<file path="config.mk">
export PLATFORM = sky130hd
export DESIGN_NAME = laser_scan_ctrl
export DESIGN_NICKNAME = d
export VERILOG_FILES = /design/src/rtl/laser_pkg.sv /design/src/rtl/laser_best_tracker.sv /design/src/rtl/laser_scan_ctrl.sv
export SDC_FILE = /design/constraint.sdc
export NUM_CORES = 1
export LEC_CHECK = 0
export BUFFER_PORTS_ARGS = -buffer_cell sky130_fd_sc_hd__buf_2
export CORE_MARGIN = 2
export CORE_UTILIZATION = 53
export DETAILED_ROUTE_END_ITERATION = 12
export PLACE_DENSITY = 0.76
export SYNTH_ARGS = -nofsm -noshare
export SYNTH_HDL_FRONTEND = slang
export SYNTH_SLANG_ARGS = --single-unit
</file>
<file path="constraint.sdc">
create_clock -name CLK -period 2.7 [get_ports CLK]
set_input_delay 0.54 -clock CLK [delete_from_list [all_inputs] [get_ports CLK]]
set_output_delay 0.54 -clock CLK [all_outputs]
set_load 0.1 [all_outputs]
</file>
<file path="src/rtl/laser_pkg.sv">
// Shared types and constants for the LASER two-circle coverage search
// (16x16 candidate grid, radius-4 circles).
package laser_pkg;
  localparam int GRID      = 16;
  localparam int RADIUS_SQ = 16;
  localparam int NPTS_DEF  = 40;
  localparam int ADDR_W    = 6;
  localparam int CNT_W     = 6;

  typedef enum logic [1:0] {IDLE, SCAN, UPDATE, FIN} state_t;

  // Packed {y,x}: a plain increment walks the grid X-fastest with the Y carry.
  typedef struct packed {
    logic [3:0] y;
    logic [3:0] x;
  } point_t;

  function automatic logic is_last_cand(input point_t p);
    return (p.x == 4'(GRID - 1)) && (p.y == 4'(GRID - 1));
  endfunction
endpackage

</file>
<file path="src/rtl/laser_best_tracker.sv">
// Per-candidate hit accumulator and strict-greater best-candidate register;
// ties keep the earlier candidate in raster order.
module laser_best_tracker
  import laser_pkg::*;
(
  input  logic             CLK,
  input  logic             RST,
  input  logic             clr,
  input  logic             hit_vld,
  input  logic             hit,
  input  logic             last_pt,
  input  point_t           cand_xy,
  output logic [CNT_W-1:0] best_cnt,
  output point_t           best_xy
);

  logic [CNT_W-1:0] acc;
  logic [CNT_W-1:0] cnt_now;

  assign cnt_now = acc + CNT_W'(hit);

  // acc returns to zero after each candidate's last point, so the next hit starts a fresh count
  always_ff @(posedge CLK or posedge RST) begin
    if (RST) begin
      acc      <= '0;
      best_cnt <= '0;
      best_xy  <= '0;
    end else if (clr) begin
      acc      <= '0;
      best_cnt <= '0;
      best_xy  <= '0;
    end else if (hit_vld) begin
      if (last_pt) begin
        acc <= '0;
        if (cnt_now > best_cnt) begin
          best_cnt <= cnt_now;
          best_xy  <= cand_xy;
        end
      end else begin
        acc <= cnt_now;
      end
    end
  end

endmodule

</file>
<file path="src/rtl/laser_scan_ctrl.sv">
// Sequencer for the LASER two-circle search: raster-scans every candidate
// centre against the point buffer and alternates C1/C2 until coverage settles.
module laser_scan_ctrl
  import laser_pkg::*;
#(
  parameter int NPTS       = NPTS_DEF,
  parameter int MAX_PASSES = 8
) (
  input  logic              CLK,
  input  logic              RST,
  input  logic              start,
  output logic [ADDR_W-1:0] pt_addr,
  output logic [3:0]        cand_x,
  output logic [3:0]        cand_y,
  output logic [3:0]        fixed_x,
  output logic [3:0]        fixed_y,
  output logic              fixed_en,
  input  logic              hit_cand,
  input  logic              hit_fixed,
  output logic              busy,
  output logic [3:0]        C1X,
  output logic [3:0]        C1Y,
  output logic [3:0]        C2X,
  output logic [3:0]        C2Y,
  output logic              DONE
);

  localparam int                PASS_W    = $clog2(MAX_PASSES + 1);
  localparam logic [ADDR_W-1:0] LAST_PT   = ADDR_W'(NPTS - 1);
  localparam logic [PASS_W-1:0] LAST_PASS = PASS_W'(MAX_PASSES - 1);

  state_t            state, state_d;
  logic [ADDR_W-1:0] pt;
  point_t            cand;
  logic              drain;
  logic [PASS_W-1:0] pass;
  logic [CNT_W-1:0]  prev_total;
  point_t            c1, c2;
  logic              addr_vld, accept, scan_enter, do_update, stop, fin;
  logic              vld_p1, last_p1;
  point_t            cand_p1;
  logic [CNT_W-1:0]  best_cnt;
  point_t            best_xy;

  always_ff @(posedge CLK or posedge RST) begin
    if (RST) state <= IDLE;
    else     state <= state_d;
  end

  always_comb begin
    state_d    = state;
    accept     = 1'b0;
    scan_enter = 1'b0;
    do_update  = 1'b0;
    stop       = 1'b0;
    fin        = 1'b0;
    case (state)
      IDLE: begin
        if (start) begin
          state_d    = SCAN;
          accept     = 1'b1;
          scan_enter = 1'b1;
        end
      end
      SCAN: begin
        if (drain) state_d = UPDATE;
      end
      UPDATE: begin
        do_update = 1'b1;
        stop = ((pass >= PASS_W'(2)) && (best_cnt == prev_total)) || (pass == LAST_PASS);
        if (stop) begin
          state_d = FIN;
        end else begin
          state_d    = SCAN;
          scan_enter = 1'b1;
        end
      end
      FIN: begin
        fin     = 1'b1;
        state_d = IDLE;
      end
      default: state_d = IDLE;
    endcase
  end

  // Addresses are issued until the last point of the last candidate; one drain cycle follows for its hit
  assign addr_vld = (state == SCAN) && !drain;

  always_ff @(posedge CLK or posedge RST) begin
    if (RST) begin
      pt    <= '0;
      cand  <= '0;
      drain <= 1'b0;
    end else if (scan_enter) begin
      pt    <= '0;
      cand  <= '0;
      drain <= 1'b0;
    end else if (addr_vld) begin
      if (pt == LAST_PT) begin
        pt <= '0;
        if (is_last_cand(cand)) drain <= 1'b1;
        else                    cand  <= point_t'(cand + 8'd1);
      end else begin
        pt <= pt + ADDR_W'(1);
      end
    end
  end

  always_ff @(posedge CLK or posedge RST) begin
    if (RST) begin
      pass       <= '0;
      prev_total <= '0;
      c1         <= '0;
      c2         <= '0;
    end else if (accept) begin
      pass       <= '0;
      prev_total <= '0;
      c1         <= '0;
      c2         <= '0;
    end else if (do_update) begin
      pass       <= pass + PASS_W'(1);
      prev_total <= best_cnt;
      if (pass[0]) c2 <= best_xy;
      else         c1 <= best_xy;
    end
  end

  // p0 -> p1: hits return one cycle after the address, so tag them with the issuing point/candidate
  always_ff @(posedge CLK or posedge RST) begin
    if (RST) vld_p1 <= 1'b0;
    else     vld_p1 <= addr_vld;
  end

  always_ff @(posedge CLK) begin
    last_p1 <= (pt == LAST_PT);
    cand_p1 <= cand;
  end

  laser_best_tracker u_tracker (
    .CLK      (CLK),
    .RST      (RST),
    .clr      (scan_enter),
    .hit_vld  (vld_p1),
    .hit      (hit_cand | hit_fixed),
    .last_pt  (last_p1),
    .cand_xy  (cand_p1),
    .best_cnt (best_cnt),
    .best_xy  (best_xy)
  );

  always_ff @(posedge CLK or posedge RST) begin
    if (RST) begin
      busy <= 1'b0;
      DONE <= 1'b0;
      C1X  <= '0;
      C1Y  <= '0;
      C2X  <= '0;
      C2Y  <= '0;
    end else begin
      DONE <= fin;
      if (accept) begin
        busy <= 1'b1;
        C1X  <= '0;
        C1Y  <= '0;
        C2X  <= '0;
        C2Y  <= '0;
      end else if (fin) begin
        busy <= 1'b0;
        C1X  <= c1.x;
        C1Y  <= c1.y;
        C2X  <= c2.x;
        C2Y  <= c2.y;
      end
    end
  end

  assign pt_addr  = pt;
  assign cand_x   = cand.x;
  assign cand_y   = cand.y;
  assign fixed_x  = pass[0] ? c1.x : c2.x;
  assign fixed_y  = pass[0] ? c1.y : c2.y;
  assign fixed_en = |pass;

endmodule
</file>
# --- Yosys cells after proc, flatten, opt, wreduce, memory -nomap -nowiden ---
# Index checks and enable logic that the tools add are counted.
# W data, S select, Z words.
totals:
  out_inout_bits: 41
  inputBits: 5
  regBits: 91
classes:
  addsub: 4
  magnitude_cmp: 2
  eq_ne: 12
  muxes: 54
  bitwise: 1
  reduce_logical: 22
ops:
  columns: ["cell", "count"]
  rows:
  - ["$mux W8", 14]
  - ["$mux W6", 12]
  - ["$mux W4", 12]
  - ["$reduce_bool A2 Y1", 9]
  - ["$mux W1", 11]
  - ["$reduce_and A3 Y1", 3]
  - ["$add A8 B1 Y8 const B", 1]
  - ["$eq A4 B4 Y1 const B", 2]
  - ["$pmux W2 S4", 1]
  - ["$add A6 B1 Y6", 1]
  - ["$add A6 B1 Y6 const B", 1]
  - ["$eq A6 B6 Y1", 1]
  - ["$eq A6 B6 Y1 const B", 1]
  - ["$gt A6 B6 Y1", 1]
  - ["$mux W2", 3]
  - ["$ne A2 B2 Y1 const B", 3]
  - ["$reduce_and A2 Y1", 3]
  - ["$add A4 B1 Y4 const B", 1]
  - ["$eq A2 B2 Y1 const B", 2]
  - ["$eq A4 B3 Y1 const B", 1]
  - ["$ge A4 B2 Y1 const B", 1]
  - ["$reduce_or A4 Y1", 1]
  - ["$logic_and A1 B1 Y1", 3]
  - ["$eq A2 B1 Y1 const B", 1]
  - ["other kinds (6)", 6]

# --- Logic depth before layout (Yosys ltp) ---
depth:
  ltp_word: 7
  ltp_mapped: 12
  ltp_nobuf: 11

# --- Hierarchy ---
# From an unflattened synthesis, not the netlist that was laid out.
unflattened:
  cells_unflattened: 440
  hier_area_um2: 4290.4
modules_own_cells:
  columns: ["module", "area_per_inst_um2", "instances", "cells_each"]
  rows:
  - ["laser_scan_ctrl", 3066.7, 1, 322]
  - ["laser_best_tracker", 1223.7, 1, 118]

# --- Worst setup path before layout ---
# No wires, ideal clock.
synth_timing:
  path_kind: "flip-flop to output port"
  start: "register pass[0]"
  end: "output port fixed_x[3]"
  slack_ns: -0.683
  stages_incl_launch_ff: 4
  t_arrival_ns: 2.843
  path_cell_list: "dfrtp_1 clkbuf_1 clkbuf_1 o21ai_0"
synth_between:
  elab_chain_len: 1
synth_rtl:
  columns: ["element", "line_no", "rtl"]
  rows:
  - ["start, declared", "laser_scan_ctrl.sv:36", "logic [PASS_W-1:0] pass;"]
  - ["start signal, assigned", "laser_scan_ctrl.sv:121", "pass <= pass + PASS_W'(1);"]
  - ["$mux W4", "laser_scan_ctrl.sv:180", "assign fixed_x = pass[0] ? c1.x : c2.x;"]
  - ["end, declared", "laser_scan_ctrl.sv:15", "output logic [3:0] fixed_x,"]
# No other way between the ends.

# --- Worst setup path in the final report ---
layout_timing:
  start: "input port hit_fixed"
  end: "register u_tracker.best_cnt[0]"
layout_between:
  elab_chain_len: 6
  word_cells_on_any_way: 9
  cone_classes: "add/sub: 1; order compare: 1; mux: 4; bitwise: 1; reduce/logical: 2"
layout_rtl:
  columns: ["element", "line_no", "rtl"]
  rows:
  - ["start, declared", "laser_scan_ctrl.sv:19", "input logic hit_fixed,"]
  - ["$or A1 B1 Y1 *", "laser_scan_ctrl.sv:144", ".hit (hit_cand | hit_fixed),"]
  - ["$add A6 B1 Y6 *", "laser_best_tracker.sv:20", "assign cnt_now = acc + CNT_W'(hit);"]
  - ["branches (longest 4 deep; another with $gt A6 B6 Y1)", null, null]
  - ["end signal, assigned", "laser_best_tracker.sv:36", "best_cnt <= cnt_now;"]
  - ["end, declared", "laser_best_tracker.sv:13", "output logic [CNT_W-1:0] best_cnt,"]
# Mark *: on every way between the ends. The select of a mux whose other input is x is not followed.
# A chain may end at the register's enable or synchronous reset.

==> summary.txt <==
Global route
  – Vias in the first global route: 3,021
  – Maximum number of pins on one net before global-route repair: 83
  – Antenna violations before repair: 0
  – Leftover overflow at the end of global routing: 0
  – GRT Resource Usage Total: 0.203
  – Wire length of the first global-routing pass: 13.9 mm

CTS
  – Clock tree from TritonCTS: done
  – Maximum clock path buffer count: 2
  – CTS Root Cell: clkbuf_8
  – Number of instances resized during post-cts repair: 0
  – Source-to-sink clock delay at the later pin of the worst-skew pair: 0.36 ns
  – Clock slew at reported path FFs: 0.09 ns
  – TritonCTS Buffers: 9
  – Buffers inserted during post-CTS setup optimization: 0
  – Hold-fix buffer count after cts: 0
  – Num Clock Sinks: 91
  – Maximum level of the CTS H-tree: 3

Drt
  – Number of nets with antenna violations after routing: 0
  – Wirelength, routed: 8.09 mm
  – Ratio of routed vias to standard cells: 5.38
  – Iteration count of the initial detailed-routing pass: 4
  – Average routed wire per standard cell: 14.0 µm
  – Via count: 3,104
  – DRC violations left: 0
  – Initial detailed-routing violation count: 193

Yosys
  – Top cells by area in the synthesized netlist: dfrtp_1, nand2_1, a22o_1
  – Number of nets in the synthesized netlist: 440
  – Most common cell in the synthesized netlist: nand2_1
  – XOR/XNOR share of the synthesized area: 0.0354
  – FF+latch count, synth: 91
  – Primary FF master, synth: dfrtp_1
  – Top cells by count, synth: nand2_1, dfrtp_1, nor2_1
  – Seq/Total Area, Yosys: 0.531
  – Synth Area in Adders: 0.0387
  – Multiplexer fraction of the synthesized cell area: 0.0432
  – Cell area after technology mapping: 0.00420 mm²
  – Cell type with the largest total area after synthesis: dfrtp_1
  – Share of the synthesized area in the top cell type: 0.488
  – Synth Area in Compound Gates: 0.127
  – Warnings, synthesis: 0
  – Fraction of registers with async set or reset after synthesis: 0.901
  – Dominant combinational cell family by area after synthesis: simple AND/OR/NAND/NOR gates
  – Cell count after synthesis: 422
  – Fraction of the mapped netlist area in simple logic gates: 0.185
  – Number of distinct library cells after synthesis: 46
  – Number of synthesized flops with an enable pin: 0
  – Mean Syn Cell Area: 9.96 µm²

Floorplanning
  – Initial core utilization: 0.547
  – Height of the die: 93.1 µm
  – Core area: 0.00769 mm²
  – Row count: 32
  – Chip width: 93.1 µm
  – Num ports: 46
  – DIE AREA: 0.00866 mm²

Cells and area
  – Number of fillers in the final layout: 677
  – Number of diodes added for antenna fixing: 0
  – Syn-to-layout area delta: 13.6%
  – Total non-filler cell area in the finished layout: 0.00478 mm²
  – Storage element area: 0.00223 mm²
  – Number of nets in the layout: 488
  – Ratio of cells with drive above 1 in the final layout: 0.187
  – Util after Layout: 0.621
  – Combined area of the multi-input logic cells: 0.00185 mm²

Flow run
  – # Max-Cap Violations: 0

Power and ir drop
  – Switching power as a share of total power: 0.455
  – Share of power burned in registers: 0.410
  – Static power due to leakage: 2.37 nW
  – PD cells: 878 mW/mm²
  – Relative contribution of the clock network to total power: 0.195
  – Net load switching power: 1.91 mW
  – Int Pwr: 2.28 mW
  – Peak VDD IR: 1.15 mV
  – Logic pwr share: 0.395

Worst hold path
  – Worst Hold Class: in -> async

Setup path
  – Arrival @ worst endpoint: 2.70 ns
  – Crit start category: input port
  – Number of cell instances on the worst register-to-register path: 11
  – Setup slack of the worst register-to-register path: 0.31 ns
  – Kind of critical path: in -> reg
  – Data required time of the critical path: 2.93 ns
  – Startpoint of the lowest-slack register-to-register path: u_tracker.acc[0]
  – Endpoint of the lowest-slack register-to-register path: u_tracker.best_cnt[0]
  – Crit end category: flip-flop
  – Max FO, Critical Path: 14

STA
  – Hold violation total from the final report: 0
  – Unrepaired setup endpoints after global routing: false
  – Tightest slew margin relative to the limit: 0.601
  – Final number of setup-violating endpoints: 0
  – Max-slew violations: 0
  – Slew at the pin closest to its max-slew limit: 0.596 ns
  – Final Critical Period: 2.48 ns
  – Fmax: 404 MHz
  – Period utilization: 0.917
  – Clock skew after layout: 0.0107 ns

Placed design
  – Gp weighted congestion: 0.840
  – Placed wire-length estimate: 5.63 mm
  – Cell area reported after detailed placement: 0.00460 mm²
  – IO Port Bufs: 45

Outcome
  – Status: finished, final reports clean
metal layers:
layer | GRT usage | up-vias | share of wire
met3 | 0.0395 | 9 | 0.044
met4 | 0.0723 | 0 | 0.013
met5 | 0 | - | 0
li1 | - | 1534 | -
met2 | 0.321 | 69 | 0.47
met1 | 0.281 | 1492 | 0.47
layout make-up:
class                   instances  area share
clock buffers                  11      0.0275
clock inverters                 5     0.00838
inverters                      15      0.0121
multi-input cells             297       0.388
well taps                     102      0.0267
repair buffers                 56      0.0697
flip-flops and latches         91       0.467
power by group through the flow:
stage / Sequential (mW) / Combinational [mW] / Clock, mW
finish: 1.72 / 1.66 / 0.816
global route: 1.75 / 1.78 / 0.896
CTS: 1.72 / 1.67 / 0.835
detailed placement: 1.75 / 1.66 / 0
global placement: 1.74 / 1.63 / 0
floorplan: 2.36 / 0.708 / 0
sequential cells by signal, indices dropped and copies added (netlist names), 2 cells and up:
| register | count |
|---|---|
| state | 2 |
| C2Y | 4 |
| c1 | 8 |
| C1X | 4 |
| pass | 4 |
| cand_y | 4 |
| C1Y | 4 |
| u_tracker.best_cnt | 6 |
| u_tracker.acc | 6 |
| pt_addr | 6 |
| cand_p1 | 8 |
| c2 | 8 |
| cand_x | 4 |
| u_tracker.best_xy | 8 |
| C2X | 4 |
| prev_total | 6 |
metrics by stage:
step           hold WS (ns)  setup WS [ns]  TNS (ns)  power, mW  cells
6_report              0.242          0.223         0       4.19    577
3_5_place_dp          0.440         -0.146     -1.74       3.41    561
3_3_place_gp          0.441        -0.0610    -0.796       3.37    561
5_1_grt               0.282          0.114         0       4.42    577
2_1_floorplan         0.449       -0.00733   -0.0733       3.07    422
4_1_cts               0.271          0.235         0       4.22    577
logic make-up after synthesis:
| group | Yosys count |
|---|---|
| adders and majority gates | 13 |
| muxes | 18 |
| AOI/OAI and AO/OA | 70 |
| buffers and inverters | 34 |
| and+or+nand+nor | 179 |
| DFF | 91 |
| xor gates and xnor gates | 17 |
critical path, cell delays in order:
cell and delay (ns):
buf_2 0.09, or2_4 0.25, ha_4 0.17, ha_4 0.16
nand3_2 0.09, xnor2_2 0.08, ha_1 0.31, and3_1 0.17
o21ai_0 0.15, a31oi_4 0.25, buf_12 0.18, mux2i_1 0.20
nor2_1 0.05
worst max-delay path by stage:
stage	from	end	slack, ns	cells after the start
global route	hit_fixed	u_tracker.best_xy[0]	0.11	13
detailed placement	hit_fixed	u_tracker.best_xy[6]	-0.15	13
global placement	hit_fixed	u_tracker.best_xy[1]	-0.06	13
CTS	hit_fixed	u_tracker.best_cnt[0]	0.24	13
floorplan	hit_fixed	u_tracker.best_cnt[0]	-0.007	12
finish	hit_fixed	u_tracker.best_cnt[0]	0.22	13
cell usage in the layout, fill, tap and decap left out, drive strengths merged, types with 2 or more instances in the layout:
cell type | netlist | layout
nand2 | 95 | 95
dfrtp | 82 | 82
buf | 7 | 56
nor2 | 43 | 43
a22o | 26 | 26
o21ai | 23 | 23
mux2i | 17 | 17
inv | 14 | 13
ha | 13 | 13
clkbuf | 12 | 11
xnor2 | 10 | 10
dfxtp | 9 | 9
nand3 | 9 | 9
a21oi | 9 | 9
nor2b | 7 | 7
xor2 | 7 | 7
nor3 | 5 | 5
nand4 | 4 | 4
nor4 | 4 | 4
clkinv | 1 | 4
nand2b | 3 | 3
clkinvlp | 0 | 3
and3 | 2 | 2
o211ai | 2 | 2
nand3b | 2 | 2
a311oi | 2 | 2
Note: power is estimated with default switching activity, not from simulation.
